<file path="src/rtl/uart_io_led_sequencer_pkg.sv">
// Shared definitions for the LED pattern sequencer: register map, step ops,
// FSM states and LED PIO register offsets.
package uart_io_led_sequencer_pkg;

  localparam logic [3:0] ADDR_CTRL    = 4'd0;
  localparam logic [3:0] ADDR_STATUS  = 4'd1;
  localparam logic [3:0] ADDR_PERIOD  = 4'd2;
  localparam logic [3:0] ADDR_LENGTH  = 4'd3;
  localparam logic [3:0] ADDR_PATTERN = 4'd8;

  // Offsets inside the LED PIO slave
  localparam logic [2:0] PIO_DATA = 3'd0;
  localparam logic [2:0] PIO_SET  = 3'd4;
  localparam logic [2:0] PIO_CLR  = 3'd5;

  typedef enum logic [1:0] {
    OP_WRITE = 2'b00,
    OP_SET   = 2'b01,
    OP_CLR   = 2'b10,
    OP_SKIP  = 2'b11
  } op_e;

  typedef enum logic [1:0] {
    IDLE  = 2'd0,
    LOAD  = 2'd1,
    WRITE = 2'd2,
    WAIT  = 2'd3
  } state_e;

  typedef struct packed {
    logic [1:0] op;
    logic [7:0] data;
  } pattern_t;

  function automatic logic [2:0] op_target(input logic [1:0] op);
    case (op)
      OP_SET:  return PIO_SET;
      OP_CLR:  return PIO_CLR;
      default: return PIO_DATA;
    endcase
  endfunction

endpackage

</file>
<file path="src/rtl/uart_io_led_seq_timer.sv">
// Step-period down counter: loaded on WAIT entry, expire is high during the
// last cycle of the loaded period.
module uart_io_led_seq_timer #(
  parameter int W = 24
) (
  input  logic         clk,
  input  logic         reset,
  input  logic         load,
  input  logic [W-1:0] load_value,
  output logic         expire
);

  logic [W-1:0] count;

  always_ff @(posedge clk or posedge reset) begin
    if (reset) begin
      count <= '0;
    end else if (load) begin
      count <= load_value;
    end else if (count != '0) begin
      count <= count - W'(1);
    end
  end

  assign expire = (count == W'(1));

endmodule

</file>
<file path="src/rtl/uart_io_led_sequencer.sv">
// Register-programmed LED pattern sequencer: steps through a pattern table and
// issues one write per step to an LED PIO slave, paced by a period timer.
module uart_io_led_sequencer
  import uart_io_led_sequencer_pkg::*;
#(
  parameter int PERIOD_W  = 24,
  parameter int NUM_STEPS = 8
) (
  input  logic        clk,
  input  logic        reset,
  input  logic [3:0]  s_address,
  input  logic        s_chipselect,
  input  logic        s_write_n,
  input  logic [31:0] s_writedata,
  output logic [31:0] s_readdata,
  output logic [2:0]  m_address,
  output logic        m_chipselect,
  output logic        m_write_n,
  output logic [31:0] m_writedata,
  input  logic        m_waitrequest,
  output logic        busy,
  output state_e      fsm_state
);

  // Only table entries that fit below address 16 are reachable from the bus
  localparam int         NUM_MAPPED = (NUM_STEPS < 8) ? NUM_STEPS : 8;
  localparam logic [4:0] MAX_LEN    = 5'(NUM_STEPS);

  state_e              state, state_next;
  logic                ctrl_en, ctrl_oneshot, en_prev, done;
  logic [PERIOD_W-1:0] period, period_eff;
  logic [4:0]          length, len_eff;
  pattern_t            pattern [NUM_STEPS];
  pattern_t            pat_sel, cur;
  logic [3:0]          step, step_next;
  logic                wr_stb, start, last_step;
  logic                timer_load, expire, seq_done, load_cur;
  logic                unused_wdata;

  assign wr_stb       = s_chipselect & ~s_write_n;
  assign start        = ctrl_en & ~en_prev;
  assign busy         = (state != IDLE);
  assign fsm_state    = state;
  assign unused_wdata = ^s_writedata;

  always_comb begin
    len_eff = length;
    if (length == 5'd0) len_eff = 5'd1;
    else if (length > MAX_LEN) len_eff = MAX_LEN;
  end

  assign last_step  = ({1'b0, step} == (len_eff - 5'd1));
  assign period_eff = (period == '0) ? PERIOD_W'(1) : period;

  always_comb begin
    pat_sel = '0;
    for (int i = 0; i < NUM_STEPS; i++) begin
      if (step == 4'(i)) pat_sel = pattern[i];
    end
  end

  // Software register file; hardware one-shot completion beats a same-cycle W1C
  always_ff @(posedge clk or posedge reset) begin
    if (reset) begin
      ctrl_en      <= 1'b0;
      ctrl_oneshot <= 1'b0;
      en_prev      <= 1'b0;
      done         <= 1'b0;
      period       <= PERIOD_W'(1);
      length       <= 5'd1;
      for (int i = 0; i < NUM_STEPS; i++) pattern[i] <= '0;
    end else begin
      en_prev <= ctrl_en;
      if (wr_stb) begin
        case (s_address)
          ADDR_CTRL: begin
            ctrl_en      <= s_writedata[0];
            ctrl_oneshot <= s_writedata[1];
          end
          ADDR_PERIOD: period <= s_writedata[PERIOD_W-1:0];
          ADDR_LENGTH: length <= s_writedata[4:0];
          default: ;
        endcase
      end
      for (int i = 0; i < NUM_MAPPED; i++) begin
        if (wr_stb && (s_address == ADDR_PATTERN + 4'(i))) pattern[i] <= s_writedata[9:0];
      end
      if (seq_done) begin
        ctrl_en <= 1'b0;
        done    <= 1'b1;
      end else if (wr_stb && (s_address == ADDR_STATUS) && s_writedata[1]) begin
        done <= 1'b0;
      end
    end
  end

  always_ff @(posedge clk or posedge reset) begin
    if (reset) begin
      state <= IDLE;
      step  <= '0;
      cur   <= '0;
    end else begin
      state <= state_next;
      step  <= step_next;
      if (load_cur) cur <= pat_sel;
    end
  end

  always_comb begin
    state_next = state;
    step_next  = step;
    timer_load = 1'b0;
    seq_done   = 1'b0;
    load_cur   = 1'b0;
    case (state)
      IDLE: begin
        if (start) begin
          state_next = LOAD;
          step_next  = '0;
        end
      end
      LOAD: begin
        if (!ctrl_en) begin
          state_next = IDLE;
        end else begin
          load_cur = 1'b1;
          if (pat_sel.op == OP_SKIP) begin
            state_next = WAIT;
            timer_load = 1'b1;
          end else begin
            state_next = WRITE;
          end
        end
      end
      WRITE: begin
        // An accepted write always finishes; EN only decides where to go next
        if (!m_waitrequest) begin
          if (ctrl_en) begin
            state_next = WAIT;
            timer_load = 1'b1;
          end else begin
            state_next = IDLE;
          end
        end
      end
      WAIT: begin
        if (!ctrl_en) begin
          state_next = IDLE;
        end else if (expire) begin
          if (!last_step) begin
            step_next  = step + 4'd1;
            state_next = LOAD;
          end else if (ctrl_oneshot) begin
            seq_done   = 1'b1;
            state_next = IDLE;
          end else begin
            step_next  = '0;
            state_next = LOAD;
          end
        end
      end
      default: state_next = IDLE;
    endcase
  end

  uart_io_led_seq_timer #(.W(PERIOD_W)) u_timer (
    .clk        (clk),
    .reset      (reset),
    .load       (timer_load),
    .load_value (period_eff),
    .expire     (expire)
  );

  always_comb begin
    m_chipselect = 1'b0;
    m_write_n    = 1'b1;
    m_address    = '0;
    m_writedata  = '0;
    if (state == WRITE) begin
      m_chipselect = 1'b1;
      m_write_n    = 1'b0;
      m_address    = op_target(cur.op);
      m_writedata  = {24'b0, cur.data};
    end
  end

  always_comb begin
    s_readdata = '0;
    case (s_address)
      ADDR_CTRL:   s_readdata = {30'b0, ctrl_oneshot, ctrl_en};
      ADDR_STATUS: s_readdata = {24'b0, step, 2'b0, done, busy};
      ADDR_PERIOD: s_readdata[PERIOD_W-1:0] = period;
      ADDR_LENGTH: s_readdata = {27'b0, length};
      default: begin
        for (int i = 0; i < NUM_MAPPED; i++) begin
          if (s_address == ADDR_PATTERN + 4'(i)) s_readdata = {22'b0, pattern[i]};
        end
      end
    endcase
  end

endmodule

</file>
<file path="config.mk">
export PLATFORM = sky130hd
export DESIGN_NAME = uart_io_led_sequencer
export DESIGN_NICKNAME = d
export VERILOG_FILES = /design/src/rtl/uart_io_led_sequencer_pkg.sv /design/src/rtl/uart_io_led_seq_timer.sv /design/src/rtl/uart_io_led_sequencer.sv
export SDC_FILE = /design/constraint.sdc
export NUM_CORES = 1
export LEC_CHECK = 0
export CORE_MARGIN = 5
export CORE_UTILIZATION = 40
export CTS_CLUSTER_DIAMETER = 30
export CTS_CLUSTER_SIZE = 30
export DETAILED_ROUTE_END_ITERATION = 8
export GPL_TIMING_DRIVEN = 0
export PLACE_DENSITY_LB_ADDON = 0.12
export SLEW_MARGIN = 15
export SYNTH_ARGS = -nofsm -noshare
export SYNTH_HDL_FRONTEND = slang
export SYNTH_HIERARCHICAL = 1
export SYNTH_SLANG_ARGS = --single-unit
</file>
<file path="constraint.sdc">
create_clock -name clk -period 7.5 [get_ports clk]
set_clock_uncertainty 0.2 [all_clocks]
set_input_delay 0.75 -clock clk [delete_from_list [all_inputs] [get_ports clk]]
set_output_delay 0.75 -clock clk [all_outputs]
set_load 0.05 [all_outputs]
</file>
### Word-level counts from Yosys, hierarchy flattened

Cells that the tools add are included.

* bits in registers: 153
* bits of input ports: 41
* word-level logic and storage cells: 156
* output and inout bits: 72

* add/sub/neg operators: 3
* order comparisons: 1
* multiplexer cells: 60
* eq/ne operators: 32
* bitwise logic cells: 4
* reductions and logical operators: 29

Operators by type and width (count)
* 32-bit two-way mux: 7
* 24-bit one-hot mux with 4 select lines: 1
* 10-bit two-way mux: 9
* 24-bit two-way mux: 3
* 4-bit equality test (second input constant): 8
* 24-bit by 1-bit equality test with 1-bit output (second input constant): 1
* 24-bit zero test: 1
* 24-bit nonzero test: 1
* 24-bit by 1-bit subtractor with 24-bit output (second input constant): 1
* 1-bit two-way mux: 20
* 4-bit two-way mux: 5
* 4-bit by 2-bit equality test with 1-bit output (second input constant): 4
* 4-bit by 3-bit equality test with 1-bit output (second input constant): 4
* 8-bit two-way mux: 2
* 2-bit two-way mux: 6
* 2-bit nonzero test: 6
* 1-bit logical AND: 10
* 5-bit two-way mux: 2
* 2-bit equality test (second input constant): 4
* 4-bit by 1-bit equality test with 1-bit output (second input constant): 2
* 4-bit zero test: 2
* 2-bit != test (second input constant): 4
* 2-bit one-hot mux with 4 select lines: 1
* 4-bit one-hot mux with 2 select lines: 1
* 17 further kinds: 24

### Logic depth before layout (Yosys ltp)

* depth in word-level cells: 14
* depth in mapped cells: 14
* gate-level depth less buffers: 12

### Modules after synthesis

The synthesis kept the hierarchy.

By module, submodules not included
* uart_io_led_sequencer: cells an instance 737, area each 7726.2 um2, instances 1
* uart_io_led_seq_timer: cells an instance 171, area each 1471.4 um2, instances 1

### Worst setup path after synthesis

OpenSTA, ideal clock, no wires.

* path type: register to output
* start: register state[0], in the netlist fsm_state[0]
* end: output port m_address[2]
* stages on the path, launching flop included: 6
* required time: 6.550 ns
* slack: 3.991 ns
* arrival time: 2.559 ns
* buffers on the path: 1
* cell sequence: dfrtp_1 > inv_1 > ha_1 > clkbuf_1 > inv_1 > nor2_1

* word-level cells in the longest chain between the ends: 2

RTL lines
* start, declared: RTL line uart_io_led_sequencer.sv:29 `state_e state, state_next;`
* start signal, assigned: RTL line uart_io_led_sequencer.sv:103 `state <= state_next;`
* 2-bit equality test: RTL line uart_io_led_sequencer.sv:179 `if (state == WRITE) begin`
* 3-bit two-way mux: RTL line uart_io_led_sequencer.sv:179
* end, declared: RTL line uart_io_led_sequencer.sv:16 `output logic [2:0] m_address,`

No other way between the ends.

### Worst setup path in the final report

* start: input port s_address[2]
* end: output port s_readdata[1]

* word-level cells in the longest chain between the ends: 10
* elaborated cells on any way between the ends: 21
* those cells by class: 11 x eq/ne; 9 x mux; 1 x reduce/logical

RTL lines
* start, declared: RTL line uart_io_led_sequencer.sv:11 `input logic [3:0] s_address,`
* 4-bit equality test: RTL line uart_io_led_sequencer.sv:196 `if (s_address == ADDR_PATTERN + 4'(i)) s_readdata = {22'b0, pattern[i]};`
* 10-bit two-way mux: RTL line uart_io_led_sequencer.sv:196
* 32-bit two-way mux (7 in series): RTL line uart_io_led_sequencer.sv:196
* 24-bit one-hot mux with 4 select lines (*): RTL line uart_io_led_sequencer.sv:189 `case (s_address)`
* end, declared: RTL line uart_io_led_sequencer.sv:15 `output logic [31:0] s_readdata,`

Mark *: on every way between the ends. The rest lies on a longest branch, timed or not.

==> impl_metrics.yaml <==
status:
  status: "finished, final reports clean"
drt:
  drt-wirelength-per-cell_um: 22.0
  wirelength_um: 29100
  vias: 7527
  firstDrtPassIters: 5
  final_antenna_net_count: 0
  drt-vias-per-instance: 5.68
  dr.first_iter.drc_count: 833
  drcViolationCount: 0
setup_path:
  cp_max_fo: 10
  reg2reg_from: "step[0]"
  required_ns: 6.55
  cp-end-kind: "output pin"
  cp-endpoint: "s_readdata[1]"
  r2r_cells: 13
  worstReg2RegEnd: "u_timer/count[1]"
  cp-start-kind: "input pin"
  cp-startpoint: "s_address[2]"
  reg2reg_setup_slack_ns: 3.25
  path_class: "input pin to output pin"
  arrival_ns: 3.77
synthesis:
  syn_area_per_cell_sq_um: 10.1
  ys_seq_area_share_pct: 41.7
  synth_xor_area_share_pct: 0.952
  synth_top_family_by_area: "multiplexers"
  synth_top_cell_by_area: "dfrtp_1"
  muxShareOfSynthArea_pct: 18.3
  yosys_register_bits: 153
  synth-simple-area-share_pct: 14.6
  async_reset_ff_share_pct: 100
  synthFlopType: "dfrtp_1"
  yosys-top-cells-area: "dfrtp_1, mux2_2, mux4_2"
  synth_edf_count: 0
  syn_area_sq_um: 9200
  synth_compound_area_share_pct: 14.1
  yosys_warnings: 6
  synth_top_area_share_pct: 41.1
  syn_inst: 908
  synthAdderAreaFrac_pct: 1.90
  yosysUniqueCellTypes: 78
placement:
  hpwl_um: 21000
  placed_cell_area_sq_um: 10400
  gp_congestion: 0.877
  port-buffer-count: 67
  post-place-ws_ns: 2.74
clock_tree:
  root_buffer: "clkbuf_16"
  cts_tree: "built"
  cts_buffers: 17
  postCtsHoldBufs: 0
  cts_buffer_depth: 2
  clk-insertion-delay-late_ns: 0.43
  cts.sinks: 153
  post_cts_buffers: 0
  ctsResizeCount: 0
  htreeDepth: 4
  clk_pin_slew_worst_paths_ns: 0.06
timing:
  rsz0062_at_grt: "no"
  slew-limit-headroom_pct: 36.9
  setup_tns_ns: 0
  hold_viol: 0
  hold_ws_ns: 0.215
  period_needed_ns: 4.72
  worstMarginPinSlew_ns: 0.945
  fin_ws_ns: 2.78
  final.period_utilization_pct: 62.9
  setup_violations: 0
  finalMaxSlewViolations: 0
  fmax_mhz: 212
worst_hold_path:
  hold_class: "flop to flop"
  hold_start: "ctrl_en"
pwr:
  cellPowerDensity_nw_per_um2: 265
  peakVddDrop_v: 0.000115
  p_leak_nw: 4.84
  totalPowerFinal_w: 0.00290
floorplanning:
  core_area_sq_um: 22600
  io_pins: 113
  dieArea_sq_um: 26100
  dieWidth_um: 162
  dieHeight_um: 162
  start_util_pct: 40.6
  row_count: 55
cells_and_area:
  syn_to_final_growth_pct: 19.0
  drive_above_1_share_pct: 24.1
  layout_commonest_cell: "dfrtp_1"
  fin_area_sq_um: 10900
  diodes: 0
  layout_common_cells: "dfrtp_1, mux2_2, clkdlybuf4s50_1"
  nNetsFinal: 1082
global_routing:
  grt_max_degree: 78
  antenna_found_initial: 0
  grt_first_pass_wirelength_um: 44600
  grt_overflow: 0
  grt_pass1_vias: 7073
  grt_use_total_pct: 22.3
run:
  maxCapViolations: 0
==> critical path: stages <==
cell and delay [ns]:
clkdlybuf4s50_1 0.56, buf_2 0.28, nor2_1 0.21, clkbuf_1 0.45, clkbuf_1 0.40, nand2_1 0.08
o21ai_0 0.17, clkdlybuf4s50_1 0.87
==> through the flow <==
| step | utilization, % | std cells |
|---|---|---|
| floorplan | - | 940 |
| global placement | 45.7 | 1292 |
| detailed placement | 45.8 | 1293 |
| CTS | 48.3 | 1325 |
| global route | 48.3 | 1325 |
| finish | 48.3 | 1325 |
==> cells in the mapped netlist, drive strengths merged, types with 3 or more instances <==
| cell | n |
|---|---|
| nor3 | 22 |
| and2 | 10 |
| nand2b | 6 |
| inv | 38 |
| o22ai | 4 |
| mux2 | 104 |
| buf | 73 |
| nand2 | 70 |
| nor3b | 8 |
| a21oi | 57 |
| and3 | 15 |
| xnor2 | 6 |
| mux2i | 10 |
| or4 | 3 |
| or3 | 7 |
| nor2b | 10 |
| a22oi | 9 |
| a21o | 6 |
| nor4 | 9 |
| mux4 | 15 |
| a31oi | 5 |
| nand3b | 13 |
| nand4 | 5 |
| nor2 | 62 |
| nand3 | 10 |
| o21ai | 44 |
| a221oi | 8 |
| ha | 14 |
| clkbuf | 40 |
| o31ai | 5 |
| a221o | 13 |
| o211ai | 4 |
| o221ai | 6 |
| dfrtp | 151 |
| a311oi | 4 |
| xor2 | 4 |
| a211oi | 10 |
==> routing by layer <==
metal  GRT usage (%)  vias to the layer above  share of wire, %
li1                -                     3420                 -
met1            32.7                     3758                46
met2            32.9                      308                44
met3            5.64                       41               7.6
met4            6.23                        0               2.2
met5               0                        -                 0
==> logic make-up (layout without fill, tap and decap cells) <==
logic type               count (synthesis)  in the layout
AND/OR/NAND/NOR                        257            257
AO/OA/AOI/OAI                          193            193
flip-flops                             153            153
buffers and inverters                  151            251
multiplexers                           129            129
adder cells (fa/ha/maj)                 14             14
XOR/XNOR                                10             10
other                                    1             33
==> where the power goes <==
part	switching (W)	internal, W
Combinational	0.000481	0.000385
Sequential	0.000181	0.00102
Clock	0.000395	0.000440
Total	0.00106	0.00185
==> how the worst min path moves through the flow <==
| stage | cells past startpoint | slack (ns) | to |
|---|---|---|---|
| after floorplan | 0 | 0.17 | en_prev |
| after global placement | 0 | 0.18 | en_prev |
| after detailed placement | 0 | 0.20 | en_prev |
| after CTS | 0 | 0.21 | en_prev |
| after global routing | 0 | 0.24 | en_prev |
| final | 0 | 0.21 | en_prev |
==> flip-flops by register name (all words and copies together) (netlist names) <==
name / cells
ctrl_oneshot: 1
ctrl_en: 1
fsm_state: 2
pattern: 80
step: 4
length: 5
period: 24
en_prev: 1
u_timer/count: 24
cur: 10
done: 1
==> area by class of cell <==
class                   instances  area, sq um
multi-input cells             636         4710
fillers                      2150        11700
inverters                      38          150
well taps                     285          357
clock buffers                  18          429
plain buffers                 113          633
clock inverters                14          134
flip-flops and latches        153         3830
repair buffers                 68          698
Power figures use the tool's default switching activity.
